## src/rtl/pu_spi_ping_pong.sv

```systemverilog
// rtl/pu_spi_ping_pong.sv - ping-pong word buffer between a processing unit and an SPI mode-0 slave
// One bank faces the PU while the other faces SPI; signal_cycle swaps them outside SPI frames.
module pu_spi_ping_pong #(
   parameter int DATA_WIDTH  = 32,
   parameter int ATTR_WIDTH  = 4,
   parameter int BUF_SIZE    = 6,
   parameter int SYNC_STAGES = 2
) (
   input  logic                  clk,
   input  logic                  rst,
   input  logic                  signal_cycle,
   input  logic                  signal_wr,
   input  logic [DATA_WIDTH-1:0] data_in,
   input  logic [ATTR_WIDTH-1:0] attr_in,
   input  logic                  signal_oe,
   output logic [DATA_WIDTH-1:0] data_out,
   output logic [ATTR_WIDTH-1:0] attr_out,
   output logic                  flag_start,
   output logic                  flag_stop,
   input  logic                  mosi,
   output logic                  miso,
   input  logic                  sclk,
   input  logic                  cs
);
   localparam int PTR_W = $clog2(BUF_SIZE + 1);
   localparam int BIT_W = $clog2(DATA_WIDTH);
   localparam logic [PTR_W-1:0] PTR_MAX  = PTR_W'(BUF_SIZE);
   localparam logic [BIT_W-1:0] BIT_LAST = BIT_W'(DATA_WIDTH - 1);

   logic [SYNC_STAGES-1:0] sclk_sync, mosi_sync, cs_sync, sync_fill;
   logic                   sclk_s, mosi_s, cs_s;
   logic                   sclk_q, cs_q, cs_armed;
   logic                   sclk_rise, sclk_fall, cs_fall, cs_rise;

   logic [DATA_WIDTH-1:0]  tx_mem [0:1][0:BUF_SIZE-1];
   logic [DATA_WIDTH-1:0]  rx_mem [0:1][0:BUF_SIZE-1];
   logic                   bank_sel;
   logic                   pu_bank;

   logic                   in_frame, overrun, spi_full, word_done;
   logic [PTR_W-1:0]       spi_ptr, load_idx, rx_count_spi, tx_count_spi;
   logic [BIT_W-1:0]       bit_cnt;
   logic [DATA_WIDTH-1:0]  tx_shift, load_word, rx_word;
   logic [DATA_WIDTH-2:0]  rx_shift;

   logic [PTR_W-1:0]       wr_ptr, rd_ptr, rx_count_pu, rx_count_new;
   logic                   swap_pending, swap_now, wr_ok, rd_ok;

   logic                   unused_attr;
   assign unused_attr = ^attr_in;

   assign sclk_s = sclk_sync[SYNC_STAGES-1];
   assign mosi_s = mosi_sync[SYNC_STAGES-1];
   assign cs_s   = cs_sync[SYNC_STAGES-1];

   // cs_armed blocks a frame from starting if cs was already low when reset released
   always_ff @(posedge clk or posedge rst) begin
      if (rst) begin
         sclk_sync <= '0;
         mosi_sync <= '0;
         cs_sync   <= '1;
         sync_fill <= '0;
         sclk_q    <= 1'b0;
         cs_q      <= 1'b1;
         cs_armed  <= 1'b0;
      end else begin
         sclk_sync <= {sclk_sync[SYNC_STAGES-2:0], sclk};
         mosi_sync <= {mosi_sync[SYNC_STAGES-2:0], mosi};
         cs_sync   <= {cs_sync[SYNC_STAGES-2:0], cs};
         sync_fill <= {sync_fill[SYNC_STAGES-2:0], 1'b1};
         sclk_q    <= sclk_s;
         cs_q      <= cs_s;
         if (sync_fill[SYNC_STAGES-1] && cs_s)
            cs_armed <= 1'b1;
      end
   end

   assign sclk_rise = sclk_s & ~sclk_q;
   assign sclk_fall = ~sclk_s & sclk_q;
   assign cs_fall   = cs_q & ~cs_s & cs_armed;
   assign cs_rise   = ~cs_q & cs_s & in_frame;

   assign pu_bank   = ~bank_sel;
   assign spi_full  = (spi_ptr == PTR_MAX);
   assign word_done = in_frame & sclk_rise & ~spi_full & (bit_cnt == BIT_LAST);
   assign rx_word   = {rx_shift, mosi_s};
   assign load_idx  = cs_fall ? '0 : spi_ptr + PTR_W'(1);

   // Slots at or beyond the published TX count go out as zero
   always_comb begin
      load_word = '0;
      if (load_idx < tx_count_spi)
         load_word = tx_mem[bank_sel][load_idx];
   end

   always_ff @(posedge clk or posedge rst) begin
      if (rst) begin
         in_frame     <= 1'b0;
         spi_ptr      <= '0;
         bit_cnt      <= '0;
         tx_shift     <= '0;
         rx_shift     <= '0;
         overrun      <= 1'b0;
         rx_count_spi <= '0;
         flag_stop    <= 1'b0;
      end else begin
         flag_stop <= cs_rise;
         if (cs_fall) begin
            in_frame <= 1'b1;
            spi_ptr  <= '0;
            bit_cnt  <= '0;
            tx_shift <= load_word;
            overrun  <= 1'b0;
         end else if (cs_rise) begin
            in_frame     <= 1'b0;
            rx_count_spi <= spi_ptr;
            bit_cnt      <= '0;
         end else if (in_frame) begin
            if (sclk_rise) begin
               if (spi_full) begin
                  overrun <= 1'b1;
               end else begin
                  rx_shift <= rx_word[DATA_WIDTH-2:0];
                  if (bit_cnt == BIT_LAST) begin
                     spi_ptr  <= spi_ptr + PTR_W'(1);
                     tx_shift <= load_word;
                     bit_cnt  <= '0;
                  end else begin
                     bit_cnt <= bit_cnt + BIT_W'(1);
                  end
               end
            end else if (sclk_fall && bit_cnt != '0) begin
               // the fall right after a word load must keep the fresh MSB on miso
               tx_shift <= tx_shift << 1;
            end
         end
      end
   end

   assign miso = in_frame & ~spi_full & ~overrun & tx_shift[DATA_WIDTH-1];

   assign swap_now     = cs_s & (signal_cycle | swap_pending);
   assign wr_ok        = signal_wr & (wr_ptr < PTR_MAX);
   assign rd_ok        = signal_oe & (rd_ptr < rx_count_pu);
   assign rx_count_new = cs_rise ? spi_ptr : rx_count_spi;

   always_ff @(posedge clk or posedge rst) begin
      if (rst) begin
         bank_sel     <= 1'b0;
         tx_count_spi <= '0;
         rx_count_pu  <= '0;
         wr_ptr       <= '0;
         rd_ptr       <= '0;
         swap_pending <= 1'b0;
         flag_start   <= 1'b0;
      end else begin
         flag_start <= swap_now;
         if (swap_now) begin
            bank_sel     <= ~bank_sel;
            tx_count_spi <= wr_ptr;
            rx_count_pu  <= rx_count_new;
            wr_ptr       <= '0;
            rd_ptr       <= '0;
            swap_pending <= 1'b0;
         end else begin
            if (signal_cycle && !cs_s)
               swap_pending <= 1'b1;
            if (wr_ok)
               wr_ptr <= wr_ptr + PTR_W'(1);
            if (rd_ok)
               rd_ptr <= rd_ptr + PTR_W'(1);
         end
      end
   end

   // A write coinciding with a swap still lands in the outgoing PU bank
   always_ff @(posedge clk or posedge rst) begin
      if (rst) begin
         for (int b = 0; b < 2; b++)
            for (int i = 0; i < BUF_SIZE; i++)
               tx_mem[b][i] <= '0;
      end else if (wr_ok) begin
         tx_mem[pu_bank][wr_ptr] <= data_in;
      end
   end

   always_ff @(posedge clk or posedge rst) begin
      if (rst) begin
         for (int b = 0; b < 2; b++)
            for (int i = 0; i < BUF_SIZE; i++)
               rx_mem[b][i] <= '0;
      end else if (word_done) begin
         rx_mem[bank_sel][spi_ptr] <= rx_word;
      end
   end

   always_comb begin
      data_out = '0;
      attr_out = '0;
      if (!rst && signal_oe) begin
         if (rd_ok)
            data_out = rx_mem[pu_bank][rd_ptr];
         else
            attr_out = ATTR_WIDTH'(1);
      end
   end
endmodule

```

## config.mk

```make
export PLATFORM = sky130hd
export DESIGN_NAME = pu_spi_ping_pong
export DESIGN_NICKNAME = d
export VERILOG_FILES = /design/src/rtl/pu_spi_ping_pong.sv
export SDC_FILE = /design/constraint.sdc
export NUM_CORES = 2
export LEC_CHECK = 0
export ABC_AREA = 1
export ABC_CLOCK_PERIOD_IN_PS = 45300
export CORE_MARGIN = 1
export CORE_UTILIZATION = 40
export DETAILED_ROUTE_END_ITERATION = 10
export GPL_TIMING_DRIVEN = 1
export HOLD_SLACK_MARGIN = 0.15
export PLACE_DENSITY = 0.56
export SLEW_MARGIN = 20
export SYNTH_ARGS = -nofsm -noshare
export SYNTH_HDL_FRONTEND = slang
export SYNTH_SLANG_ARGS = --single-unit
```

## constraint.sdc

```tcl
create_clock -name clk -period 45.3 [get_ports clk]
set_input_delay 4.53 -clock clk [delete_from_list [all_inputs] [get_ports clk]]
set_output_delay 4.53 -clock clk [all_outputs]
set_load 0.1 [all_outputs]
```

---- Word-level counts from Yosys, hierarchy flattened ----
Index checks and enable logic that the tools add are counted.
word-level totals
  bits in registers ....................... 871
  input port bits ......................... 44
  output and inout bits ................... 39
  word-level logic and storage cells ...... 189
operators by class
  add/subtract/negate cells ............... 4
  order comparisons ....................... 13
  equal/unequal tests ..................... 7
  mux-type cells .......................... 61
  bitwise operators ....................... 31
  reduce and logical (&&, ||, !) cells .... 27
operator list
  operator                                            number
  two-way mux 192 bit                                 8
  bitwise mux 384 bit                                 2
  two-way mux 32 bit                                  16
  demux 192 bit (select 1 bit)                        2
  binary-select mux 32 bit (select 3 bit)             2
  demux 32 bit (select 3 bit)                         2
  two-way mux 3 bit                                   12
  two-way mux 5 bit                                   6
  >= comparator 4 bit, second input constant          4
  NOT 3 -> 4 bit                                      4
  nonzero test 2 bit                                  8
  bitwise AND 1 bit                                   15
  AND reduction 5 bit                                 3
  two-way mux 1 bit                                   11
  adder 3 x 1 -> 3 bit, second input constant         3
  NOT 1 bit                                           9
  nonzero test 3 bit                                  3
  logical AND 1 bit                                   8
  < comparator 4 x 1 -> 1 bit, second input constant  2
  < comparator 3 bit                                  2
  inequality test 3 bit, second input constant        2
  adder 5 x 1 -> 5 bit, second input constant         1
  equality test 5 bit, second input constant          1
  nonzero test 5 bit                                  1
  other kinds (11)                                    16

---- Depth between registers and ports, before layout ----
  depth after elaboration ................. 15
  gate-level depth with buffers ........... 14

---- Least setup slack after synthesis ----
No wires, ideal clock.
  path kind ............................... input to output
  start ................................... in rst
  end ..................................... out data_out[30]
  arrival time ............................ 27,467 ps
  required time ........................... 40,770 ps
  setup slack ............................. 13,303 ps
  stages .................................. 3
  cells stage by stage .................... inv_1 > nand2_1 > nor3_1
on the way
  word-level cells in the longest chain between the ends .. 3
ends and longest elaborated chain
  item                RTL line  RTL
  from (decl)         10        input logic rst,
  zero test 1 bit     200       if (!rst && signal_oe) begin
  logical AND 1 bit   200
  two-way mux 32 bit  200
  to (decl)           16        output logic [DATA_WIDTH-1:0] data_out,
No other way between the ends.

---- Worst setup path after layout ----
  start ................................... in rst
  end ..................................... out data_out[0]
Same word-level chain as after synthesis.

==> flow_summary.toml <==
[routing]
ant_nets = 0
via_per_inst = 5.190
finalWirelength_um = 108300
route.detailed.drc = 0
drtIter0Drc = 2618
avgRoutedWirePerCell_um = 18.14
drt-pass1-iter-count = 6
vias = 30990

[pwr]
internal-power_mw = 1.756
switchingPower_mw = 1.021
fin_total_pwr_mw = 2.778
power_frac_comb_pct = 32.7
clkPwrFrac_pct = 29.5
p_per_area_nw_per_um2 = 61.74
swShare_pct = 36.76
power.share.sequential_pct = 37.8
leakage_nw = 20.63
worst_ir_drop_vdd_mv = 0.07502

[timing]
relSlewSlack_pct = 24.29
rsz0062_at_grt = "no"
min_period_ps = 12900
setup_ws_ps = 32400
finalSetupViolCount = 0
worst_slew_pin_slew_ps = 1132
holdWs_ps = 348.1
maxSlewViolCount = 0
finClkSkew_ps = 32.03
timing.final.crit_share_pct = 28.48
hold_viol_final = 0
max_freq_ghz = 0.07751
fin_setup_tns_ps = 0

[grt]
grt_max_degree = 231
overflow = 0
first_global_vias = 29592
antenna_found_initial = 4
grt_pass1_wl_um = 173000
grt_usage_pct = 21.46

[layout]
regArea_um2 = 21810
utilization_pct = 44.99
drive_above_1_share_pct = 10.55
multi_input_area_um2 = 15890
nFillCells = 9882
postLayoutCellArea_um2 = 44990
stdcell_count = 5971
synthToLayoutAreaGrowth_pct = 11.48
final_net_count = 4648

[synth]
yosys_warnings = 0
muxShareOfSynthArea_pct = 6.250
syn_inst = 4739
seq_area_frac_synth_pct = 54.02
synthAdderAreaFrac_pct = 0.3100
synth_area_leaders = "dfrtp_1 (54%), nand2_1 (12%), o21ai_0 (9.1%)"
synth-edff-count = 0
synth_compound_area_share_pct = 13.89
async_flop_share_pct = 100.0
ys_types = 40
synth_ff_type = "dfrtp_1"
yosysTopAreaCell = "dfrtp_1"
yosys.area_share.xor_xnor_pct = 0.02170
avgSynthCellArea_um2 = 8.516
synth_area_um2 = 40360
synth_top_family_by_area = "simple AND/OR/NAND/NOR gates"
synth_simple_gate_area_share_pct = 18.62
synth_top_area_share_pct = 53.82
ys_ff_latch = 871

[clock_network]
tritoncts = "done"
cts_resized = 0
clk_pin_slew_ps = 50
post_cts_buffers = 0
clock_latency_ps = 680
cts_hold_buf = 0
cts_buffers = 98
htreeDepth = 3
root_buffer = "clkbuf_16"
clock_sinks = 871
clockBufferDepth = 3

[worst_setup_path]
path_class = "in -> out"
crit_path_frequent_cell = "clkdlybuf4s50_1"
slowest_delay_ps = 1250
path_cells = "clkdlybuf4s50_1 -> inv_8 -> nand2_2 -> a21oi_1 -> clkdlybuf4s50_1"
crit_fanout = 77
cp.arrival_ps = 8370
startpoint_type = "input port"
critPathRequiredTime_ps = 40770
cp-end-kind = "output port"
cp_slowest_cell = "clkdlybuf4s50_1"

[worst_hold_path]
hold_path.class = "reg -> reg"

[die]
dieArea_um2 = 102200
num_rows = 116
die_h_um = 319.6
core-area_um2 = 100000
dieWidth_um = 319.6
ios = 83
floorplan.initialDensity_pct = 40.36

[place]
place_area_um2 = 41640
pre_cts_ws_ps = 32370
gp_congestion = 0.7454
port_buffers = 75
dp_hpwl_um = 54960
dp.cells = 5792

[run]
drv_cap = 0

[run_status]
status = "finished clean"
-- cell usage in the layout (no fill, tap or decap), drive strengths merged, types with 40 or more instances in the layout --
master,instances
a21oi,260
buf,55
clkbuf,147
clkdlybuf4s50,75
dfrtp,868
inv,302
mux2,224
nand2,1285
nand3,213
nor2,320
nor3,40
o21ai,761
-- routing by layer --
metal	up-vias	part of all wire (%)	global-route usage (%)
met5	-	0.025	0
met4	4	1.9	5.438
met3	141	4.1	2.729
met2	599	47	35.73
met1	15136	47	29.57
li1	15110	-	-
-- area by class of cell --
class | count | area share (%)
flip-flops and latches | 871 | 48.47
multi-input cells | 3194 | 35.32
clock buffers | 147 | 6.530
well taps | 1298 | 3.610
repair buffers | 130 | 2.614
inverters | 299 | 2.545
clock inverters | 31 | 0.9039
diodes | 1 | 0.005562
-- Yosys cell counts, types with 8 or more instances --
cell type and n:
o21ai_0 734, nand3_1 212, nand2_2 9, nor2_1 305, buf_4 21, nor2_2 11, nor3_1 38, nand2_1 1275
a22oi_1 32, ha_1 10, a21oi_1 259, buf_2 125, buf_1 20, clkbuf_1 210, o21ai_1 26, dfrtp_1 868
o22ai_1 32, inv_1 291, inv_2 8, mux2_2 221
-- path summary, 6_finish.rpt --
check | slack (ps) | from | cells past startpoint | end
min in group asynchronous | 4370 | rst | 2 | rx_mem[356]$_DFFE_PP0P_
max reg2reg | 40910 | bank_sel$_DFFE_PP0P_ | 6 | tx_mem[11]$_DFFE_PP0P_
max | 32400 | rst | 5 | data_out[0]
min reg2reg | 350 | sclk_sync[0]$_DFF_PP0_ | 0 | sclk_sync[1]$_DFF_PP0_
max in group asynchronous | 37840 | rst | 5 | tx_mem[90]$_DFFE_PP0P_
min | 350 | sclk_sync[0]$_DFF_PP0_ | 0 | sclk_sync[1]$_DFF_PP0_
-- registers in the layout, summed over array words and instances (netlist names), 5 cells and up --
register and flops:
bit_cnt 5, rx_mem 384, rx_shift 31, tx_mem 384
tx_shift 32
-- critical path, delay by kind of cell --
kind | cells | cell delay [ps]
simple gates | 1 | 790
compound gates | 1 | 780
buf+inv | 3 | 2220
-- kinds of logic (layout without fill, tap and decap cells) --
family | Yosys count | in the layout
flops | 871 | 871
mux | 224 | 224
compound gates | 1091 | 1091
xor+xnor | 1 | 1
fa+ha+maj | 10 | 10
buf+inv | 676 | 607
other cells | 2 | 5
simple gates | 1864 | 1864
-- power by group through the flow --
stage          logic (mW)  registers [mW]  clock network, mW
2_1_floorplan       0.715            1.04                  0
3_3_place_gp        0.905            1.06                  0
3_5_place_dp        0.912            1.06                  0
4_1_cts             0.917            1.05              0.839
5_1_grt              1.03            1.07              0.868
6_report            0.909            1.05              0.819
Note: power is estimated with default switching activity, not from simulation.
